==> src/rtl/vram_arb_pkg.sv <==
// Shared types and defaults for the VRAM arbiter: CPU FSM states, read-owner tag,
// default widths and a saturating increment helper for the statistics counters.
package vram_arb_pkg;

    localparam int ADDR_W_DEF   = 15;
    localparam int DATA_W_DEF   = 16;
    localparam int MAX_WAIT_DEF = 8;
    localparam int STAT_W       = 16;
    localparam int WAIT_W       = 8;

    typedef enum logic [1:0] {
        C_IDLE = 2'd0,
        C_RD   = 2'd1,
        C_ACK  = 2'd2
    } cpu_state_e;

    // Who owns the RAM read data returning in the next cycle
    typedef enum logic [1:0] {
        OWN_NONE = 2'd0,
        OWN_DISP = 2'd1,
        OWN_CPU  = 2'd2
    } rd_owner_e;

    // Increment that sticks at all-ones instead of wrapping
    function automatic logic [STAT_W-1:0] sat_inc16(input logic [STAT_W-1:0] v);
        logic [STAT_W-1:0] res;
        if (v == 16'hFFFF) begin
            res = v;
        end else begin
            res = v + 16'd1;
        end
        return res;
    endfunction

endpackage

==> src/rtl/vram_arb_starve_ctr.sv <==
// CPU starvation guard: counts consecutive cycles an idle, requesting CPU is denied the
// RAM and raises o_force_cpu once the count reaches MAX_WAIT, so the next slot goes to the CPU.
module vram_arb_starve_ctr
    import vram_arb_pkg::*;
#(
    parameter int MAX_WAIT = MAX_WAIT_DEF
) (
    input  logic i_clk,
    input  logic i_rst_n,
    input  logic i_enable,
    input  logic i_cpu_req,
    input  logic i_cpu_idle,
    input  logic i_disp_req,
    output logic o_force_cpu
);

    localparam logic [WAIT_W-1:0] MAX_WAIT_C = WAIT_W'(MAX_WAIT);

    logic [WAIT_W-1:0] r_wait_cnt;
    logic              w_force;
    logic              w_cpu_win;
    logic              w_denied;

    // Force decision and this cycle's CPU win/deny outcome
    always_comb begin
        w_force   = (r_wait_cnt == MAX_WAIT_C) && i_cpu_req && i_cpu_idle;
        w_cpu_win = i_enable && i_cpu_req && i_cpu_idle && (w_force || !i_disp_req);
        w_denied  = i_enable && i_cpu_req && i_cpu_idle && !w_cpu_win;
    end

    // Saturating wait counter, cleared on a CPU grant or when the CPU stops asking
    always_ff @(posedge i_clk or negedge i_rst_n) begin
        if (!i_rst_n) begin
            r_wait_cnt <= 8'd0;
        end else if (!i_cpu_req || w_cpu_win) begin
            r_wait_cnt <= 8'd0;
        end else if (w_denied && (r_wait_cnt != MAX_WAIT_C)) begin
            r_wait_cnt <= r_wait_cnt + 8'd1;
        end else begin
            r_wait_cnt <= r_wait_cnt;
        end
    end

    assign o_force_cpu = w_force;

endmodule

==> src/rtl/vram_arbiter.sv <==
// VRAM arbiter: shares one sync-read RAM port between display fetches (fixed priority,
// fixed 2-cycle latency) and CPU loads/stores (idle slots plus a forced slot after
// MAX_WAIT denied cycles). Optional statistics counters are built when the macro
// VRAM_ARB_STATS_EN is defined; otherwise the counter ports read 0.
module vram_arbiter
    import vram_arb_pkg::*;
#(
    parameter int ADDR_W   = ADDR_W_DEF,
    parameter int DATA_W   = DATA_W_DEF,
    parameter int MAX_WAIT = MAX_WAIT_DEF
) (
    input  logic              clk,
    input  logic              reset,
    input  logic              enable,
    input  logic              disp_req,
    input  logic [ADDR_W-1:0] vgad_addr,
    output logic [DATA_W-1:0] vgad_data,
    output logic              disp_miss,
    input  logic              cpu_req,
    input  logic              cpu_we,
    input  logic [ADDR_W-1:0] cpu_addr,
    input  logic [DATA_W-1:0] cpu_wdata,
    output logic [DATA_W-1:0] cpu_rdata,
    output logic              cpu_ack,
    output logic              ram_en,
    output logic              ram_we,
    output logic [ADDR_W-1:0] ram_addr,
    output logic [DATA_W-1:0] ram_wdata,
    input  logic [DATA_W-1:0] ram_rdata,
    output logic [STAT_W-1:0] disp_miss_cnt,
    output logic [STAT_W-1:0] cpu_wait_cnt
);

    cpu_state_e        r_state;
    cpu_state_e        w_state_nxt;
    rd_owner_e         r_rd_owner;
    rd_owner_e         w_rd_owner_nxt;
    logic [DATA_W-1:0] r_vgad_data;
    logic [DATA_W-1:0] r_cpu_rdata;
    logic              r_disp_miss;
    logic              w_arb_en;
    logic              w_cpu_idle;
    logic              w_force_cpu;
    logic              w_force_slot;
    logic              w_grant_cpu;
    logic              w_grant_disp;
    logic              w_cpu_ack;

    // Reset also blocks grants so the RAM port is quiet while reset is held
    assign w_arb_en   = enable && reset;
    assign w_cpu_idle = (r_state == C_IDLE);

    vram_arb_starve_ctr #(
        .MAX_WAIT (MAX_WAIT)
    ) u_starve (
        .i_clk       (clk),
        .i_rst_n     (reset),
        .i_enable    (w_arb_en),
        .i_cpu_req   (cpu_req),
        .i_cpu_idle  (w_cpu_idle),
        .i_disp_req  (disp_req),
        .o_force_cpu (w_force_cpu)
    );

    // Per-cycle grant: forced CPU slot, else display, else idle CPU
    always_comb begin
        w_force_slot = w_arb_en && w_force_cpu;
        w_grant_cpu  = w_force_slot || (w_arb_en && !disp_req && cpu_req && w_cpu_idle);
        w_grant_disp = w_arb_en && disp_req && !w_force_slot;
    end

    // RAM port driven straight from the granted source
    always_comb begin
        ram_en    = 1'b0;
        ram_we    = 1'b0;
        ram_addr  = {ADDR_W{1'b0}};
        ram_wdata = {DATA_W{1'b0}};
        if (w_grant_cpu) begin
            ram_en    = 1'b1;
            ram_we    = cpu_we;
            ram_addr  = cpu_addr;
            ram_wdata = cpu_we ? cpu_wdata : {DATA_W{1'b0}};
        end else if (w_grant_disp) begin
            ram_en    = 1'b1;
            ram_addr  = vgad_addr;
        end else begin
            ram_en    = 1'b0;
        end
    end

    // Tag the owner of the read data that returns next cycle
    always_comb begin
        w_rd_owner_nxt = OWN_NONE;
        if (w_grant_disp) begin
            w_rd_owner_nxt = OWN_DISP;
        end else if (w_grant_cpu && !cpu_we) begin
            w_rd_owner_nxt = OWN_CPU;
        end else begin
            w_rd_owner_nxt = OWN_NONE;
        end
    end

    // Display datapath: owner tag, captured fetch data and the miss pulse
    always_ff @(posedge clk or negedge reset) begin
        if (!reset) begin
            r_rd_owner  <= OWN_NONE;
            r_vgad_data <= {DATA_W{1'b0}};
            r_disp_miss <= 1'b0;
        end else begin
            r_rd_owner  <= w_rd_owner_nxt;
            r_disp_miss <= w_force_slot && disp_req;
            if (r_rd_owner == OWN_DISP) begin
                r_vgad_data <= ram_rdata;
            end else begin
                r_vgad_data <= r_vgad_data;
            end
        end
    end

    // CPU FSM state register
    always_ff @(posedge clk or negedge reset) begin
        if (!reset) begin
            r_state <= C_IDLE;
        end else begin
            r_state <= w_state_nxt;
        end
    end

    // CPU FSM next state: writes finish in one cycle, reads wait for the RAM data
    always_comb begin
        w_state_nxt = r_state;
        case (r_state)
            C_IDLE: begin
                if (w_grant_cpu) begin
                    w_state_nxt = cpu_we ? C_ACK : C_RD;
                end else begin
                    w_state_nxt = C_IDLE;
                end
            end
            C_RD:    w_state_nxt = C_ACK;
            C_ACK:   w_state_nxt = C_IDLE;
            default: w_state_nxt = C_IDLE;
        endcase
    end

    // CPU FSM outputs: completion pulse while in C_ACK
    always_comb begin
        w_cpu_ack = 1'b0;
        case (r_state)
            C_ACK:   w_cpu_ack = 1'b1;
            default: w_cpu_ack = 1'b0;
        endcase
    end

    // CPU read data captured in the cycle the RAM returns it
    always_ff @(posedge clk or negedge reset) begin
        if (!reset) begin
            r_cpu_rdata <= {DATA_W{1'b0}};
        end else if (r_state == C_RD) begin
            r_cpu_rdata <= ram_rdata;
        end else begin
            r_cpu_rdata <= r_cpu_rdata;
        end
    end

    assign vgad_data = r_vgad_data;
    assign disp_miss = r_disp_miss;
    assign cpu_rdata = r_cpu_rdata;
    assign cpu_ack   = w_cpu_ack;

`ifdef VRAM_ARB_STATS_EN
    logic [STAT_W-1:0] r_disp_miss_cnt;
    logic [STAT_W-1:0] r_cpu_wait_cnt;
    logic              w_cpu_denied;

    assign w_cpu_denied = w_arb_en && cpu_req && w_cpu_idle && !w_grant_cpu;

    // Saturating statistics: dropped display fetches and denied CPU cycles
    always_ff @(posedge clk or negedge reset) begin
        if (!reset) begin
            r_disp_miss_cnt <= 16'd0;
            r_cpu_wait_cnt  <= 16'd0;
        end else begin
            if (r_disp_miss) begin
                r_disp_miss_cnt <= sat_inc16(r_disp_miss_cnt);
            end else begin
                r_disp_miss_cnt <= r_disp_miss_cnt;
            end
            if (w_cpu_denied) begin
                r_cpu_wait_cnt <= sat_inc16(r_cpu_wait_cnt);
            end else begin
                r_cpu_wait_cnt <= r_cpu_wait_cnt;
            end
        end
    end

    assign disp_miss_cnt = r_disp_miss_cnt;
    assign cpu_wait_cnt  = r_cpu_wait_cnt;
`else
    assign disp_miss_cnt = 16'd0;
    assign cpu_wait_cnt  = 16'd0;
`endif

endmodule

==> config.mk <==
export PLATFORM = sky130hd
export DESIGN_NAME = vram_arbiter
export DESIGN_NICKNAME = d
export VERILOG_FILES = /design/src/rtl/vram_arb_pkg.sv /design/src/rtl/vram_arb_starve_ctr.sv /design/src/rtl/vram_arbiter.sv
export SDC_FILE = /design/constraint.sdc
export NUM_CORES = 1
export LEC_CHECK = 0
export CORE_MARGIN = 2
export CORE_UTILIZATION = 35
export DETAILED_ROUTE_END_ITERATION = 6
export GPL_TIMING_DRIVEN = 0
export HOLD_SLACK_MARGIN = 0.03
export MAX_ROUTING_LAYER = met4
export PLACE_DENSITY_LB_ADDON = 0.15
export SLEW_MARGIN = 5
export SYNTH_ARGS = -nofsm -noshare
export SYNTH_HDL_FRONTEND = slang
export SYNTH_SLANG_ARGS = --single-unit
==> constraint.sdc <==
create_clock -name clk -period 3.3 [get_ports clk]
set_input_delay 0.495 -clock clk [delete_from_list [all_inputs] [get_ports clk]]
set_output_delay 0.495 -clock clk [all_outputs]
set_load 0.03 [all_outputs]
Word level (Yosys, flattened, before mapping)
Index checks and enable logic that the tools add are counted.
- bits in registers: 45
- latch bits: 0
- bits in writable memories: 0
- bits in read-only memories: 0
- bits of input ports: 68
- output and inout port bits: 99
- memories: 0
- $add $sub $neg: 1
- multipliers: 0
- divide/modulo/power cells: 0
- magnitude comparators: 0
- eq/ne operators: 5
- shift operators: 0
- multiplexer cells: 15
- bitwise logic cells: 0
- reduce and logical (&&, ||, !) cells: 26
- operator list (operator ; count):
    16-bit 2-to-1 mux ; 2
    15-bit 2-to-1 mux ; 2
    1-bit logical AND ; 16
    8-bit 2-to-1 mux ; 2
    8-bit by 1-bit adder with 8-bit output, second input constant ; 1
    8-bit by 4-bit equality test with 1-bit output, second input constant ; 1
    2-bit 2-to-1 mux ; 4
    8-bit by 4-bit inequality test with 1-bit output, second input constant ; 1
    1-bit zero test ; 5
    2-bit by 1-bit equality test with 1-bit output, second input constant ; 2
    1-bit 2-to-1 mux ; 4
    2-bit case mux with 2 select lines ; 1
    1-bit logical OR ; 3
    2-bit equality test, second input constant ; 1
    2-bit zero test ; 1
    2-bit nonzero test ; 1

Depth between registers and ports, before layout
Gate-level depths: netlist of the first run.
- depth in word-level cells: 10
- gate-level depth with buffers: 6
- depth with buffers taken out: 5

Cells and area by module
From an unflattened synthesis of the first run, not the netlist that was laid out.
- cells, all modules: 211
- area, all modules: 2428.6 µm²
- modules (own cells, without submodules) (module ; times used ; cells an instance ; area an instance (µm²) ; seq. area each (µm²)):
    vram_arbiter ; 1 ; 159 ; 1935.6 ; 925.9
    vram_arb_starve_ctr ; 1 ; 52 ; 493.0 ; 200.2

Worst setup path after synthesis of the first run
Ideal clock, no wire load.
- path kind: register to output
- start point: register u_starve.r_wait_cnt[4]
- end point: output ram_wdata[12]
- arrival time: 1.693 ns
- required time: 2.805 ns
- setup slack: 1.112 ns
- cell stages (with the launch flop): 6
- buffers on the path: 1
- path through: dfrtp_1 -> nor4b_4 -> a31oi_4 -> nor2_4 -> buf_6 -> and3_1
- longest elaborated chain between the ends: 6
- RTL lines (item ; RTL line ; source):
    start, declared ; vram_arb_starve_ctr.sv:19 ; logic [WAIT_W-1:0] r_wait_cnt;
    start signal, assigned ; vram_arb_starve_ctr.sv:38 ; r_wait_cnt <= r_wait_cnt + 8'd1;
    start signal, assigned ; vram_arb_starve_ctr.sv:40 ; r_wait_cnt <= r_wait_cnt;
    8-bit by 4-bit equality test with 1-bit output ; vram_arb_starve_ctr.sv:26 ; w_force = (r_wait_cnt == MAX_WAIT_C) && i_cpu_req && i_cpu_idle;
    1-bit logical AND (2 in series) ; vram_arb_starve_ctr.sv:26 ;
    1-bit logical AND ; vram_arbiter.sv:67 ; w_force_slot = w_arb_en && w_force_cpu;
    1-bit logical OR ; vram_arbiter.sv:68 ; w_grant_cpu = w_force_slot || (w_arb_en && !disp_req && cpu_req && w_cpu_idle);
    16-bit 2-to-1 mux ; vram_arbiter.sv:78 ; if (w_grant_cpu) begin
    end, declared ; vram_arbiter.sv:28 ; output logic [DATA_W-1:0] ram_wdata,
No other way between the ends.

Worst setup path in the final report of the first run
- start point: input enable
- end point: output ram_addr[10]
- longest elaborated chain between the ends: 6
- elaborated cells between the ends (all ways): 11
- those cells by class: 2 x mux; 9 x reduce/logical
- RTL lines (item ; RTL line ; source):
    start, declared ; vram_arbiter.sv:14 ; input logic enable,
    1-bit logical AND (*) ; vram_arbiter.sv:50 ; assign w_arb_en = enable && reset;
    1-bit logical AND ; vram_arbiter.sv:67 ;
    1-bit zero test ; vram_arbiter.sv:69 ; w_grant_disp = w_arb_en && disp_req && !w_force_slot;
    1-bit logical AND (*) ; vram_arbiter.sv:69 ;
    net w_grant_disp ; vram_arbiter.sv:46 ; logic w_grant_disp;
    15-bit 2-to-1 mux (*) ; vram_arbiter.sv:83 ; end else if (w_grant_disp) begin
    15-bit 2-to-1 mux (*) ; vram_arbiter.sv:78 ;
    end, declared ; vram_arbiter.sv:27 ; output logic [ADDR_W-1:0] ram_addr,
Mark *: on every way through the listed nets, which the timed path passes. The rest lies on a longest branch.

==> results.json, run 1 <==
{
  "drive_gt1_share_pct": 24.2,
  "vias": 2109,
  "post-route-min-period_ns": 3.19,
  "postRouteAntennaNets": 0,
  "status": "complete, no violations",
  "fin_area_sq_um": 4190,
  "clk_latency_ns": 0.30,
  "cts_hold_buffers": 0,
  "finalNetCount": 454,
  "setup-tns-final_ns": 0,
  "wl_mm": 6.62,
  "cp.arrival_ns": 2.70,
  "wl_per_cell_um": 13.8,
  "finalSetupViolCount": 0,
  "async_flop_share_pct": 100,
  "start_kind": "input pin",
  "clock_skew_ns": 0.00316,
  "max_freq_mhz": 313,
  "tightestPinTransition_ns": 0.501,
  "yosysSeqAreaShare_pct": 45.6,
  "finalCritPeriodShare_pct": 96.8,
  "start_util_pct": 36.4,
  "grt_remaining_overflow": 0,
  "drt_iter0_drc": 61,
  "io_pins": 167,
  "grt_pass1_vias": 2116,
  "cts-buffers-inserted": 5,
  "synth_edf_count": 0,
  "synth_warnings": 0,
  "ctsRootBufferMaster": "clkbuf_8",
  "maxCapViolCount": 0,
  "vdd_drop_max_uv": 200,
  "syn_area_per_cell_sq_um": 11.8,
  "synth_cells": 209,
  "dieArea_sq_um": 7740,
  "cpPeakStageDelay_ns": 0.66,
  "fp.dieW_um": 88.0,
  "synthFlopType": "dfrtp_1",
  "critPathKind": "input pin to output port",
  "cts.sinks": 45,
  "gp_congestion": 0.813,
  "slew-limit-headroom_pct": 66.5,
  "ys_types": 38,
  "antenna_found_initial": 0,
  "critical_path.cell_chain": "clkdlybuf4s50_1 > nand3_1 > a41oi_4 > buf_6 > a22o_1 > clkdlybuf4s50_1",
  "grt_pass1_wl_mm": 9.78,
  "grt_max_degree": 29,
  "synth_seq_cells": 45,
  "hold_violations": 0,
  "antenna_cells": 0,
  "fp-row-count": 30,
  "io_buffers": 133,
  "cts_tree": "done",
  "critical_path_required_ns": 2.80,
  "worstHoldPathType": "input pin to async pin",
  "rsz0062_at_grt": "no",
  "endpoint_kind": "output port",
  "core-area_sq_um": 6790,
  "area_growth_pct": 69.5,
  "place_area_sq_um": 4060,
  "vias_per_cell": 4.38,
  "grt_util_all_layers_pct": 16.9,
  "rrSetupSlack_ns": 1.46,
  "cpMaxStageDelayCell": "clkdlybuf4s50_1",
  "dp_hpwl_mm": 5.38,
  "leakage_nw": 2.07,
  "path_buf_inv": 3,
  "firstDrtPassIters": 4,
  "die_h_um": 88.0,
  "cp_common_cell": "clkdlybuf4s50_1",
  "clockBufferDepth": 2,
  "slew_viol_final": 0,
  "clk_pin_slew_ns": 0.09,
  "crit_fanout": 10,
  "crit_family": "buffers and inverters",
  "power_density_nw_per_um2": 415,
  "drc": 0,
  "htree_num_levels": 2,
  "mappedNetlistArea_sq_um": 2470
}
flip-flops by register name, summed over array words and instances, names as in the netlist:
signal               count
vgad_data               16
cpu_rdata               16
disp_miss                1
r_rd_owner               2
u_starve.r_wait_cnt      8
r_state                  2
per-layer routing:
layer | global-route usage, % | part of all wire [%] | vias up
li1 | - | - | 1020
met1 | 19.5 | 40 | 977
met2 | 28.4 | 50 | 109
met3 | 5.84 | 9.9 | 3
met4 | 3.78 | 0.33 | 0
met5 | - | 0 | -
stage by stage:
stage	total power [mW]	utilization (%)	worst slack (ns)	hold slack [ns]	instances
2_1_floorplan	1.09	-	1.11	0.199	240
3_5_place_dp	1.42	59.8	-0.220	0.492	470
5_1_grt	1.81	61.6	0.00633	0.124	481
3_3_place_gp	1.40	59.4	-1.94	0.486	469
4_1_cts	1.75	61.0	0.000498	0.113	479
6_report	1.74	61.6	0.107	0.107	481
cells in the mapped netlist, types with 2 or more instances:
| cell | count | area share [%] |
|---|---|---|
| nand2b_1 | 2 | 0.51 |
| nand2_1 | 5 | 0.76 |
| ha_1 | 2 | 1.0 |
| buf_4 | 32 | 9.7 |
| mux2_2 | 32 | 15 |
| nand4_1 | 2 | 0.51 |
| nor2_1 | 7 | 1.1 |
| buf_6 | 4 | 1.8 |
| nand3_1 | 5 | 1.0 |
| dfrtp_1 | 45 | 46 |
| a211oi_1 | 2 | 0.61 |
| nor3_1 | 4 | 0.81 |
| clkbuf_1 | 4 | 0.61 |
| and3_2 | 3 | 0.91 |
| xnor2_1 | 4 | 1.4 |
| and3_1 | 13 | 3.3 |
| buf_2 | 2 | 0.41 |
| a22o_1 | 15 | 5.3 |
| inv_1 | 4 | 0.61 |
| a21oi_1 | 3 | 0.61 |
| nor2b_1 | 2 | 0.51 |
worst paths after layout:
kind | cells past startpoint | end | startpoint
setup reg to reg | 4 | u_starve.r_wait_cnt[7] | u_starve.r_wait_cnt[4]
hold / removal | 1 | vgad_data[13] | reset
setup / recovery | 6 | ram_addr[10] | enable
min in group clk | 1 | cpu_rdata[2] | cpu_rdata[2]
max in group asynchronous | 2 | vgad_data[1] | reset
hold reg to reg | 1 | cpu_rdata[2] | cpu_rdata[2]
report_power, final:
part | total [mW] | leakage, nW | internal [mW] | switching, mW
clock network | 0.337 | 0.0439 | 0.146 | 0.190
logic | 0.717 | 1.47 | 0.344 | 0.374
registers | 0.685 | 0.553 | 0.641 | 0.0437
total | 1.74 | 2.07 | 1.13 | 0.608
logic make-up (layout without fill, tap and decap cells):
family | Yosys count | after routing | synth area share [%]
AO/OA/AOI/OAI | 28 | 28 | 10.6
multiplexers | 32 | 32 | 14.6
other | 1 | 32 | 0.152
adder cells (fa/ha/maj) | 2 | 2 | 1.01
AND/OR/NAND/NOR | 50 | 50 | 13.1
buffers and inverters | 46 | 191 | 13.2
XOR/XNOR | 5 | 5 | 1.77
flip-flops | 45 | 45 | 45.6
layout by cell type (no fill, tap or decap), drive strengths merged, types with 5 or more instances in the layout:
| cell type | Yosys | final |
|---|---|---|
| dlymetal6s2s | 0 | 10 |
| mux2 | 32 | 32 |
| nand2 | 5 | 5 |
| conb | 1 | 32 |
| nand3 | 6 | 6 |
| clkdlybuf4s50 | 0 | 108 |
| and3 | 16 | 16 |
| dfrtp | 45 | 45 |
| nor2 | 8 | 8 |
| a22o | 15 | 15 |
| dlygate4sd2 | 0 | 14 |
| clkbuf | 4 | 9 |
| buf | 38 | 43 |
worst reg2reg max path, delay by kind of cell (launching register included):
family | cells | cell delay, ns
flip-flops | 1 | 0.47
AND/OR/NAND/NOR | 2 | 0.64
AO/OA/AOI/OAI | 2 | 0.61
final cells by class:
cell class | instances | area [sq um]
plain buffers | 42 | 310
clock buffers | 5 | 68.8
clock inverters | 3 | 17.5
fillers | 580 | 2610
inverters | 4 | 15.0
multi-input cells | 149 | 1140
flip-flops and latches | 45 | 1130
well taps | 96 | 120
repair buffers | 137 | 1390
timing repair:
action,CTS,global route
setup endpoints to repair,32,17
gates resized for setup,16,10
setup buffers,1,2
Note: power is estimated with default switching activity, not from simulation.
==> run 2: changes to the inputs <==
--- a/config.mk
+++ b/config.mk
@@ -5,9 +5,10 @@
 export SDC_FILE = /design/constraint.sdc
 export NUM_CORES = 1
 export LEC_CHECK = 0
-export CORE_MARGIN = 2
 export CORE_UTILIZATION = 35
 export DETAILED_ROUTE_END_ITERATION = 6
+export DONT_BUFFER_PORTS = 1
+export GPL_ROUTABILITY_DRIVEN = 1
 export GPL_TIMING_DRIVEN = 0
 export HOLD_SLACK_MARGIN = 0.03
 export MAX_ROUTING_LAYER = met4
==> results.json, run 2 (same netlist as run 1, synthesis figures left out) <==
{
  "status": "complete, no violations",
  "clk_latency_ns": 0.29,
  "intPower_mw": 0.999,
  "cts_setup_buffers": 0,
  "start_util_pct": 36.4,
  "finalNetCount": 318,
  "cts_resized": 0,
  "fin_area_sq_um": 2850,
  "swShare_pct": 35.5,
  "p_seq_share_pct": 56.7,
  "cts_hold_buffers": 1,
  "antenna_cells": 0,
  "combinationalPowerShare_pct": 15.9,
  "max_freq_mhz": 369,
  "post-place-ws_ns": 0.910,
  "clockBufferDepth": 2,
  "post-route-min-period_ns": 2.71,
  "worstHoldPathType": "input pin to async pin",
  "cts_tree": "done",
  "vias": 1623,
  "finalCritPeriodShare_pct": 82.2,
  "cp.arrival_ns": 2.22,
  "io_buffers": 0,
  "drive_gt1_share_pct": 35.3,
  "holdWs_ns": 0.0478,
  "drt_iter0_drc": 33,
  "grt_remaining_overflow": 0,
  "fin_util_pct": 42.0,
  "cpMaxStageDelayCell": "nor4b_4",
  "grt_util_all_layers_pct": 15.6,
  "maxCapViolCount": 0,
  "crit_fanout": 10,
  "grt_pass1_vias": 1461,
  "wl_mm": 5.72,
  "core-area_sq_um": 6790,
  "path_buf_inv": 1,
  "n_fill_cell": 652,
  "fp-row-count": 30,
  "area_growth_pct": 15.4,
  "die_h_um": 86.0,
  "vias_per_cell": 4.70,
  "endpoint_kind": "output port",
  "layout_common_cells": "dfrtp_1 (45), mux2_2 (32), buf_4 (32), conb_1 (32), a22o_1 (15)",
  "place_area_sq_um": 2710,
  "io_pins": 167,
  "leakage_nw": 1.33,
  "dieArea_sq_um": 7400,
  "start_kind": "flop",
  "fp.dieW_um": 86.0,
  "hold_violations": 0,
  "clock_skew_ns": 0.00349,
  "cts.sinks": 45,
  "dp_hpwl_mm": 4.51,
  "critical_path_required_ns": 2.80,
  "grt_pass1_wl_mm": 8.29,
  "grt_max_degree": 46,
  "antenna_found_initial": 0,
  "crit_family": "simple AND/OR/NAND/NOR gates",
  "worst_slack_ns": 0.588,
  "power_density_nw_per_um2": 544,
  "finalSetupViolCount": 0,
  "gp_congestion": 0.819,
  "vdd_drop_max_uv": 177,
  "critPathKind": "flop to output port",
  "drc": 0,
  "placedCellCount": 336,
  "clk_pin_slew_ns": 0.08,
  "ctsRootBufferMaster": "clkbuf_8",
  "stdcell_count": 345,
  "rsz0062_at_grt": "no",
  "power.net_switching_mw": 0.551,
  "critical_path.cell_chain": "nor4b_4 > a31oi_4 > nor2_4 > buf_6 > and3_1",
  "pwr-share-clk_pct": 27.4,
  "cts-buffers-inserted": 5,
  "postRouteAntennaNets": 0,
  "setup-tns-final_ns": 0,
  "firstDrtPassIters": 4,
  "finalPower_mw": 1.55,
  "cpPeakStageDelay_ns": 0.53,
  "wl_per_cell_um": 16.6,
  "tightestPinTransition_ns": 0.679,
  "htree_num_levels": 2,
  "final_common_cell": "dfrtp_1",
  "slew_viol_final": 0,
  "slew-limit-headroom_pct": 54.9
}
-- run 2: cell types whose count changed in the layout (fill, tap and decap cells not counted), moves of 2 or more --
| cell | change |
|---|---|
| buf_4 | -4 |
| clkdlybuf4s50_1 | -108 |
| clkinv_2 | -2 |
| dlygate4sd2_1 | -14 |
| dlymetal6s2s_1 | -10 |
-- run 2: metal layers --
metal / up-vias / routed length [um] / global-route usage (%)
li1: 753 / - / -
met1: 751 / 2150 / 16.4
met2: 111 / 3010 / 28.9
met3: 8 / 495 / 4.04
met4: 0 / 63 / 3.94
met5: - / 0 / -
-- run 2: layout make-up --
class                      instances  area, sq um  share of cell area [%]
clock buffer                       7         86.3                    3.03
buffer                            42          310                    10.9
inverter                           4         15.0                   0.527
sequential                        45         1130                    39.5
tap                               96          120                    4.21
timing repair buffer               1         27.5                   0.966
multi-input combinational        149         1130                    39.8
clock inverter                     1         30.0                    1.05
-- run 2: worst paths after layout --
check / startpoint / end / slack, ns / cells after the start
worst max register to register: u_starve.r_wait_cnt[4] / u_starve.r_wait_cnt[2] / 1.46 / 4
min in group clk: cpu_req / u_starve.r_wait_cnt[1] / 0.34 / 1
worst min register to register: u_starve.r_wait_cnt[0] / u_starve.r_wait_cnt[0] / 0.57 / 2
max in group asynchronous: reset / vgad_data[12] / 3.06 / 1
worst max-delay path: u_starve.r_wait_cnt[4] / ram_wdata[12] / 0.59 / 5
worst min-delay path: reset / disp_miss / 0.05 / 1
-- run 2: worst reg2reg max path, stage by stage, from the launching register on --
cell	delay (ns)
dfrtp_1	0.46
nor4b_4	0.53
a31oi_4	0.20
o21ai_1	0.42
nor2_1	0.10
-- run 2: power groups by stage --
stage / sequential [mW] / combinational [mW] / clock [mW]
6_report: 0.879 / 0.246 / 0.424
5_1_grt: 0.893 / 0.266 / 0.462
4_1_cts: 0.880 / 0.248 / 0.445
3_5_place_dp: 0.892 / 0.233 / 0
3_3_place_gp: 0.892 / 0.229 / 0
2_1_floorplan: 0.874 / 0.215 / 0
